### src/rtl/posit_ctrl_pkg.sv
// Shared types and constants for posit stream control blocks.
// Holds the sequencer state encoding and the NaR pattern generator.
package posit_ctrl_pkg;

    typedef enum logic [1:0] {
        IDLE  = 2'd0,
        RUN   = 2'd1,
        DRAIN = 2'd2
    } seq_state_t;

    localparam int MAX_POSIT_WIDTH = 64;

    // NaR is a lone sign bit; callers truncate to their posit width.
    function automatic logic [MAX_POSIT_WIDTH-1:0] nar_word(input int width);
        nar_word = {{(MAX_POSIT_WIDTH-1){1'b0}}, 1'b1} << (width - 1);
    endfunction

endpackage

### src/rtl/relu_stream_sequencer_if.sv
// Command, input stream, output stream and status bundle of the ReLU sequencer.
// slave is the sequencer side, master the side that drives commands and data.
interface relu_stream_sequencer_if #(
    parameter int POSIT_WIDTH = 16,
    parameter int LEN_WIDTH   = 16
);
    logic                   start_i;
    logic [LEN_WIDTH-1:0]   len_i;
    logic                   relu_en_i;
    logic                   in_valid_i;
    logic                   in_ready_o;
    logic [POSIT_WIDTH-1:0] posit_i;
    logic                   out_valid_o;
    logic                   out_ready_i;
    logic [POSIT_WIDTH-1:0] posit_o;
    logic                   last_o;
    logic                   busy_o;
    logic                   done_o;
    logic [LEN_WIDTH-1:0]   zero_cnt_o;

    modport slave (
        input  start_i, len_i, relu_en_i, in_valid_i, posit_i, out_ready_i,
        output in_ready_o, out_valid_o, posit_o, last_o, busy_o, done_o, zero_cnt_o
    );

    modport master (
        output start_i, len_i, relu_en_i, in_valid_i, posit_i, out_ready_i,
        input  in_ready_o, out_valid_o, posit_o, last_o, busy_o, done_o, zero_cnt_o
    );
endinterface

### src/rtl/relu_stream_sequencer_relu.sv
// Combinational posit ReLU: negative words become zero, others pass; no latency.
// Pure function of its input, so it has no flow control of its own.
module relu_stream_sequencer_relu #(
    parameter int POSIT_WIDTH = 16
) (
    input  logic [POSIT_WIDTH-1:0] x,
    output logic [POSIT_WIDTH-1:0] y
);
    assign y = x[POSIT_WIDTH-1] ? '0 : x;
endmodule

### src/rtl/relu_stream_sequencer.sv
// Burst sequencer applying optional posit ReLU to a stream; one-cycle latency, one word per cycle.
// Input is stalled whenever the single output register is full and downstream is not ready.
module relu_stream_sequencer
    import posit_ctrl_pkg::*;
#(
    parameter int POSIT_WIDTH   = 16,
    parameter int LEN_WIDTH     = 16,
    parameter bit NAR_PROPAGATE = 1'b0
) (
    input  logic clk,
    input  logic rst,
    relu_stream_sequencer_if.slave bus
);
    localparam logic [POSIT_WIDTH-1:0] NAR = POSIT_WIDTH'(nar_word(POSIT_WIDTH));

    seq_state_t             state, next_state;
    logic [LEN_WIDTH-1:0]   remaining, zero_cnt;
    logic                   relu_en, out_valid, last_q, done_q;
    logic [POSIT_WIDTH-1:0] posit_q, relu_y, xform;
    logic                   in_ready, in_xfer, out_xfer, start_ok, start_zero, is_final;

    assign start_ok   = (state == IDLE) && bus.start_i && (bus.len_i != '0);
    assign start_zero = (state == IDLE) && bus.start_i && (bus.len_i == '0);
    assign in_ready   = (state == RUN) && (!out_valid || bus.out_ready_i);
    assign in_xfer    = bus.in_valid_i && in_ready;
    assign out_xfer   = out_valid && bus.out_ready_i;
    assign is_final   = (remaining == LEN_WIDTH'(1));

    relu_stream_sequencer_relu #(.POSIT_WIDTH(POSIT_WIDTH)) u_relu (
        .x (bus.posit_i),
        .y (relu_y)
    );

    always_comb begin
        xform = relu_y;
        if (!relu_en)
            xform = bus.posit_i;
        else if (NAR_PROPAGATE && (bus.posit_i == NAR))
            xform = bus.posit_i;
    end

    always_comb begin
        next_state = state;
        unique case (state)
            IDLE:    if (start_ok) next_state = RUN;
            RUN:     if (in_xfer && is_final) next_state = DRAIN;
            DRAIN:   if (out_xfer) next_state = IDLE;
            default: next_state = IDLE;
        endcase
    end

    always_ff @(posedge clk or posedge rst) begin
        if (rst) state <= IDLE;
        else     state <= next_state;
    end

    always_ff @(posedge clk or posedge rst) begin
        if (rst) begin
            remaining <= '0;
            relu_en   <= 1'b0;
            zero_cnt  <= '0;
            out_valid <= 1'b0;
            posit_q   <= '0;
            last_q    <= 1'b0;
            done_q    <= 1'b0;
        end else begin
            // In DRAIN the register can only hold the last word, so any output transfer ends the burst.
            done_q <= start_zero || ((state == DRAIN) && out_xfer);
            if (start_ok) begin
                remaining <= bus.len_i;
                relu_en   <= bus.relu_en_i;
            end else if (in_xfer) begin
                remaining <= remaining - LEN_WIDTH'(1);
            end
            if (start_ok || start_zero)
                zero_cnt <= '0;
            else if (in_xfer && (xform == '0) && (bus.posit_i != '0) && (zero_cnt != '1))
                zero_cnt <= zero_cnt + LEN_WIDTH'(1);
            if (in_xfer) begin
                out_valid <= 1'b1;
                posit_q   <= xform;
                last_q    <= is_final;
            end else if (out_xfer) begin
                out_valid <= 1'b0;
            end
        end
    end

    assign bus.in_ready_o  = in_ready;
    assign bus.out_valid_o = out_valid;
    assign bus.posit_o     = posit_q;
    assign bus.last_o      = last_q;
    assign bus.busy_o      = (state != IDLE);
    assign bus.done_o      = done_q;
    assign bus.zero_cnt_o  = zero_cnt;
endmodule
### src/flat_wrapper.sv
// flat-port wrapper written by rule: the top's interface ports become plain ports
module relu_stream_sequencer_flat import posit_ctrl_pkg::*;
#(
    parameter int POSIT_WIDTH   = 16,
    parameter int LEN_WIDTH     = 16,
    parameter bit NAR_PROPAGATE = 1'b0
)
  (clk, rst, bus_start_i, bus_len_i, bus_relu_en_i, bus_in_valid_i, bus_posit_i, bus_out_ready_i, bus_in_ready_o, bus_out_valid_o, bus_posit_o, bus_last_o, bus_busy_o, bus_done_o, bus_zero_cnt_o);
  relu_stream_sequencer_if #(.POSIT_WIDTH(POSIT_WIDTH), .LEN_WIDTH(LEN_WIDTH)) bus_i ();
  input  logic clk;
  input  logic rst;
  input wire logic [$bits(bus_i.start_i)-1:0] bus_start_i;
  input wire logic [$bits(bus_i.len_i)-1:0] bus_len_i;
  input wire logic [$bits(bus_i.relu_en_i)-1:0] bus_relu_en_i;
  input wire logic [$bits(bus_i.in_valid_i)-1:0] bus_in_valid_i;
  input wire logic [$bits(bus_i.posit_i)-1:0] bus_posit_i;
  input wire logic [$bits(bus_i.out_ready_i)-1:0] bus_out_ready_i;
  output wire logic [$bits(bus_i.in_ready_o)-1:0] bus_in_ready_o;
  output wire logic [$bits(bus_i.out_valid_o)-1:0] bus_out_valid_o;
  output wire logic [$bits(bus_i.posit_o)-1:0] bus_posit_o;
  output wire logic [$bits(bus_i.last_o)-1:0] bus_last_o;
  output wire logic [$bits(bus_i.busy_o)-1:0] bus_busy_o;
  output wire logic [$bits(bus_i.done_o)-1:0] bus_done_o;
  output wire logic [$bits(bus_i.zero_cnt_o)-1:0] bus_zero_cnt_o;
  assign bus_i.start_i = bus_start_i;
  assign bus_i.len_i = bus_len_i;
  assign bus_i.relu_en_i = bus_relu_en_i;
  assign bus_i.in_valid_i = bus_in_valid_i;
  assign bus_i.posit_i = bus_posit_i;
  assign bus_i.out_ready_i = bus_out_ready_i;
  assign bus_in_ready_o = bus_i.in_ready_o;
  assign bus_out_valid_o = bus_i.out_valid_o;
  assign bus_posit_o = bus_i.posit_o;
  assign bus_last_o = bus_i.last_o;
  assign bus_busy_o = bus_i.busy_o;
  assign bus_done_o = bus_i.done_o;
  assign bus_zero_cnt_o = bus_i.zero_cnt_o;
  relu_stream_sequencer #(.POSIT_WIDTH(POSIT_WIDTH), .LEN_WIDTH(LEN_WIDTH), .NAR_PROPAGATE(NAR_PROPAGATE)) u_core (.clk(clk), .rst(rst), .bus(bus_i));
endmodule
### config.mk
export PLATFORM = sky130hd
export DESIGN_NAME = relu_stream_sequencer_flat
export DESIGN_NICKNAME = d
export VERILOG_FILES = /design/src/rtl/posit_ctrl_pkg.sv /design/src/rtl/relu_stream_sequencer_if.sv /design/src/rtl/relu_stream_sequencer_relu.sv /design/src/rtl/relu_stream_sequencer.sv /design/src/flat_wrapper.sv
export SDC_FILE = /design/constraint.sdc
export NUM_CORES = 1
export LEC_CHECK = 0
export ABC_CLOCK_PERIOD_IN_PS = 4300
export CAP_MARGIN = 20
export CORE_UTILIZATION = 35
export DETAILED_ROUTE_END_ITERATION = 16
export PLACE_DENSITY = 0.6
export SYNTH_ARGS = -nofsm -noshare
export SYNTH_HDL_FRONTEND = slang
export SYNTH_SLANG_ARGS = --single-unit
### constraint.sdc
create_clock -name clk -period 4.3 [get_ports clk]
set_input_delay 1.29 -clock clk [delete_from_list [all_inputs] [get_ports clk]]
set_output_delay 1.29 -clock clk [all_outputs]
set_load 0.005 [all_outputs]
==> results of run 1 <==
==> power groups by stage <==
stage                     clock network, W  registers (W)  logic [W]
after floorplan                          0       0.000791   0.000427
after global placement                   0       0.000808   0.000742
after detailed placement                 0       0.000812   0.000752
after CTS                         0.000282       0.000806   0.000755
after global routing              0.000304       0.000832   0.000839
final                             0.000272       0.000805   0.000747
==> state kept, by name, indices dropped and copies added (netlist names) <==
register,count
u_core.bus.posit_o,16
u_core.bus.zero_cnt_o,16
u_core.state,2
u_core.relu_en,1
u_core.bus.last_o,1
u_core.bus.out_valid_o,1
u_core.remaining,16
u_core.bus.done_o,1
==> area by class of cell <==
| class | instances | area (um^2) |
|---|---|---|
| Fill cell | 757 | 3970 |
| Sequential cell | 54 | 1350 |
| Multi-Input combinational cell | 233 | 1350 |
| Timing Repair Buffer | 80 | 786 |
| Tap cell | 102 | 128 |
| Clock buffer | 5 | 68.8 |
| Inverter | 7 | 26.3 |
| Clock inverter | 2 | 10.0 |
==> critical path: stages <==
cell and delay [ns]:
clkdlybuf4s50_1 0.51, nor2b_1 0.08, nor2_1 0.16, clkdlybuf4s50_1 0.52
==> routing by layer <==
metal,global-route usage,share of wire,up-vias
met5,0,0,-
met3,0.0678,0.080,2
li1,-,-,1217
met2,0.274,0.45,68
met1,0.240,0.47,1150
met4,0.0238,0.0028,0
==> cell usage in the layout (no fill, tap or decap), types with 9 or more instances in the layout <==
cell type         n
o21ai_0          14
nor3_1            9
nand2_1          61
nor2_1           25
dfrtp_1          54
xnor2_1          12
nand3_1          22
nand4_1          10
clkdlybuf4s50_1  74
==> how the worst max path moves through the flow <==
stage | start | endpoint | slack, ns | cells past startpoint
after floorplan | bus_len_i[10] | u_core.remaining[11] | 1.45 | 5
after global placement | bus_out_ready_i | bus_in_ready_o | 0.44 | 4
after detailed placement | bus_out_ready_i | bus_in_ready_o | 0.43 | 4
after CTS | bus_out_ready_i | bus_in_ready_o | 0.43 | 4
after global routing | bus_out_ready_i | bus_in_ready_o | 0.42 | 4
final | bus_out_ready_i | bus_in_ready_o | 0.45 | 4
==> metrics by stage <==
stage / cell area (um^2) / cells / hold slack (ns)
3_3_place_gp: 3640 / 476 / 0.448
2_1_floorplan: 2780 / 307 / 0.460
3_5_place_dp: 3640 / 476 / 0.455
4_1_cts: 3710 / 483 / 0.477
6_report: 3710 / 483 / 0.471
5_1_grt: 3710 / 483 / 0.512
==> kinds of logic (layout without fill, tap and decap cells) <==
family / after synthesis / after routing / share of synthesized area
buffers and inverters: 20 / 94 / 0.0306
multiplexers: 1 / 1 / 0.00406
AND/OR/NAND/NOR: 172 / 172 / 0.313
flip-flops: 54 / 54 / 0.487
XOR/XNOR: 18 / 18 / 0.0568
adder cells (fa/ha/maj): 3 / 3 / 0.0135
AO/OA/AOI/OAI: 39 / 39 / 0.0951
==> impl_metrics.toml, run 1 <==
[outcome]
status = "finished clean"

[grt]
grt_pass1_vias = 2469
grt_pass1_wl_um = 11800
grt_usage = 0.177
gr-total-overflow = 0
grt_max_degree = 55
antenna_found_initial = 0

[setup_path]
crit_fanout = 4
endpoint_kind = "primary output"
ff2ff_path_depth = 6
reg2reg_from = "u_core.state[1]"
arrival_ns = 2.56
worstPathRequired_ns = 3.01
criticalPathCategory = "input pin to primary output"
start_kind = "input pin"
rr_endpoint = "u_core.state[0]"
r2r_slack_ns = 2.16

[place]
dp_hpwl_um = 4970
numPortBuffers = 74
gp_congestion = 0.817
dp_slack_ns = 0.435

[sta]
period_share = 0.895
setup_slack_ns = 0.450
slew_headroom = 0.534
rsz0062_at_grt = "no"
min_period_ns = 3.85
setup_viol = 0
max_freq_mhz = 260
hold_violations = 0
tns_ns = 0
clock_skew_ns = 0.0158
worst_pin_slew_ns = 0.699
slew_violations = 0

[worst_hold_path]
min_from = "u_core.bus.posit_o[6]"
hp-class = "flip-flop to flip-flop"
whs_path_depth = 2
holdPathEnd = "u_core.bus.posit_o[6]"

[routing]
dr.pass1.iters = 4
drc = 0
drtIter0Drc = 131
ant_nets = 0
wl_um = 6850
via_per_inst = 5.05
num_vias = 2437
wl_per_cell_um = 14.2

[yosys]
synthTopCellsByCount = "nand2_1, dfrtp_1, nor2_1"
yosys.area.top_type = "dfrtp_1"
synthesis.nets = 348
ys_types = 45
synth_edf_count = 0
yosysWarnings = 0
synth.top_cell.area_share = 0.487
synth_area_um2 = 2780
synth.area.top_cells = "dfrtp_1, nand2_1, nand3_1, xnor2_1, nor2_1"
ys_ff_latch = 54
synthFlopType = "dfrtp_1"
netlist_instances = 307
synth.most_common_cell = "nand2_1"
ys_seq_area_frac = 0.487
postSynthAreaPerCell_um2 = 9.04
async_reset_ff_frac = 1.00

[clocking]
cts_setup_buffers = 0
tritoncts = "done"
cts.path.max_buffers = 2
cts-root-buf = "clkbuf_8"
cts.sink_count = 54
numCtsBuffers = 5
clk-insertion-delay-late_ns = 0.31
ctsResizeCount = 0
ctsHoldBuffers = 0
h-tree-depth = 2
clk_pin_slew_ns = 0.09

[die]
dieWidth_um = 91.1
core_area_um2 = 7690
start_util = 0.361
rows = 32
die_y_um = 91.1
die-area_um2 = 8290
io_pins = 75

[power_and_ir_drop]
switching_share = 0.368
seq_power_share = 0.441
pwr-share-comb = 0.410
finalPower_w = 0.00182
leakage_nw = 1.60
p_clk_frac = 0.149
p_per_area_nw_per_um2 = 491
internal-power_w = 0.00115
ir_worst_vdd_uv = 237
p_switching_w = 0.000671

[finish]
drive_gt1_frac = 0.0682
syn_to_final_growth_pct = 33.8
nNetsFinal = 422
n_antenna_cell = 0
final_util = 0.483

[job]
cap_violations = 0
Note: power is estimated with default switching activity, not from simulation.
==> inputs of run 2 (changes only) <==
--- a/config.mk
+++ b/config.mk
@@ -7,9 +7,11 @@
 export LEC_CHECK = 0
 export ABC_CLOCK_PERIOD_IN_PS = 4300
 export CAP_MARGIN = 20
-export CORE_UTILIZATION = 35
+export CELL_PAD_IN_SITES_DETAIL_PLACEMENT = 2
+export CELL_PAD_IN_SITES_GLOBAL_PLACEMENT = 2
+export CORE_UTILIZATION = 31
 export DETAILED_ROUTE_END_ITERATION = 16
-export PLACE_DENSITY = 0.6
+export PLACE_DENSITY = 0.85
 export SYNTH_ARGS = -nofsm -noshare
 export SYNTH_HDL_FRONTEND = slang
 export SYNTH_SLANG_ARGS = --single-unit
==> impl_metrics.toml, run 2 (synthesized netlist as in run 1, its figures left out) <==
[setup_path]
worstPathRequired_ns = 3.01
criticalPathCategory = "input pin to primary output"
arrival_ns = 2.60
reg2reg_from = "u_core.state[0]"
crit_start = "bus_out_ready_i"
start_kind = "input pin"
crit_fanout = 4
endpoint_kind = "primary output"

[place]
dp_slack_ns = 0.393
dp_hpwl_um = 6310
numPortBuffers = 74
placed_area_um2 = 3650
gp_congestion = 0.752

[sta]
rsz0062_at_grt = "no"
min_period_ns = 3.89
max_freq_mhz = 257
hold_violations = 0
period_share = 0.904
slew_headroom = 0.505
setup_viol = 0
slew_violations = 0
worst_pin_slew_ns = 0.743
setup_slack_ns = 0.414
tns_ns = 0
clock_skew_ns = 0.0166

[worst_hold_path]
min_from = "u_core.bus.posit_o[2]"
hp-class = "flip-flop to flip-flop"

[clocking]
numCtsBuffers = 5
clk-insertion-delay-late_ns = 0.32
cts_setup_buffers = 0
clk_pin_slew_ns = 0.09
h-tree-depth = 2
cts-root-buf = "clkbuf_8"
cts.path.max_buffers = 2
tritoncts = "done"
ctsHoldBuffers = 0
ctsResizeCount = 0
cts.sink_count = 54

[grt]
grtUsageMet3 = 0.0376
grt_pass1_wl_um = 14500
grt.met1_usage = 0.238
busiest_layer = "met2"
grt_usage = 0.190
gr-total-overflow = 0
met2_usage = 0.334
antenna_found_initial = 0
grt_max_degree = 55
grt_pass1_vias = 2832

[routing]
ant_nets = 0
via_per_inst = 5.30
dr.pass1.iters = 4
num_vias = 2598
wl_um = 8660
wl_per_cell_um = 17.7
drtIter0Drc = 114
drc = 0

[die]
dieWidth_um = 96.6
io_pins = 75
die_y_um = 96.6
rows = 34
core_area_um2 = 8680
start_util = 0.320
die-area_um2 = 9340

[finish]
final_util = 0.429
design_area_um2 = 3730
nFillCells = 983
n_antenna_cell = 0
final_cell_mix = "clkdlybuf4s50_1, nand2_1, dfrtp_1, nor2_1, nand3_1"
drive_gt1_frac = 0.0654
final_common_cell = "clkdlybuf4s50_1"
nNetsFinal = 423
syn_to_final_growth_pct = 34.2

[power_and_ir_drop]
p_per_area_nw_per_um2 = 504
ir_worst_vdd_uv = 200
leakage_nw = 1.59

[outcome]
status = "finished clean"

[job]
cap_violations = 0
[run 2: layout make-up]
class                      count  area, um^2  area share
clock buffer                   7        76.3      0.0205
timing repair buffer          81         793       0.213
sequential                    54        1350       0.363
tap                          108         135      0.0363
inverter                       7        26.3     0.00705
multi-input combinational    233        1350       0.361
[run 2: per-layer routing]
layer	routed length (um)	vias to the layer above	part of all wire
met2	4360	57	0.50
li1	-	1216	-
met4	96	0	0.011
met1	3840	1315	0.44
met3	376	10	0.043
met5	0	-	0
[run 2: through the flow]
step	std cells	power (W)	hold slack [ns]
floorplan	307	0.00122	0.460
global placement	483	0.00156	0.449
detailed placement	483	0.00161	0.468
CTS	490	0.00190	0.495
global route	490	0.00201	0.523
finish	490	0.00188	0.485
[run 2: critical path, stage by stage]
cell and delay [ns]:
clkdlybuf4s50_1 0.53, nor2b_1 0.09, nor2_1 0.15, clkdlybuf4s50_1 0.53
[run 2: final timing paths]
path | to | slack (ns) | cells after the start
worst max-delay path | bus_in_ready_o | 0.41 | 4
worst min-delay path | u_core.bus.posit_o[2] | 0.48 | 2
worst max register to register | u_core.bus.zero_cnt_o[15] | 2.13 | 5
worst min register to register | u_core.bus.posit_o[2] | 0.48 | 2
max in group asynchronous | u_core.state[0] | 2.29 | 3
min in group asynchronous | u_core.bus.zero_cnt_o[12] | 1.49 | 3
[run 2: report_power, final]
| part | leakage [nW] | internal [W] | switching, W |
|---|---|---|---|
| logic | 0.855 | 0.000378 | 0.000396 |
| registers | 0.701 | 0.000666 | 0.000152 |
| clock network | 0.0383 | 0.000113 | 0.000172 |
| total | 1.59 | 0.00116 | 0.000720 |
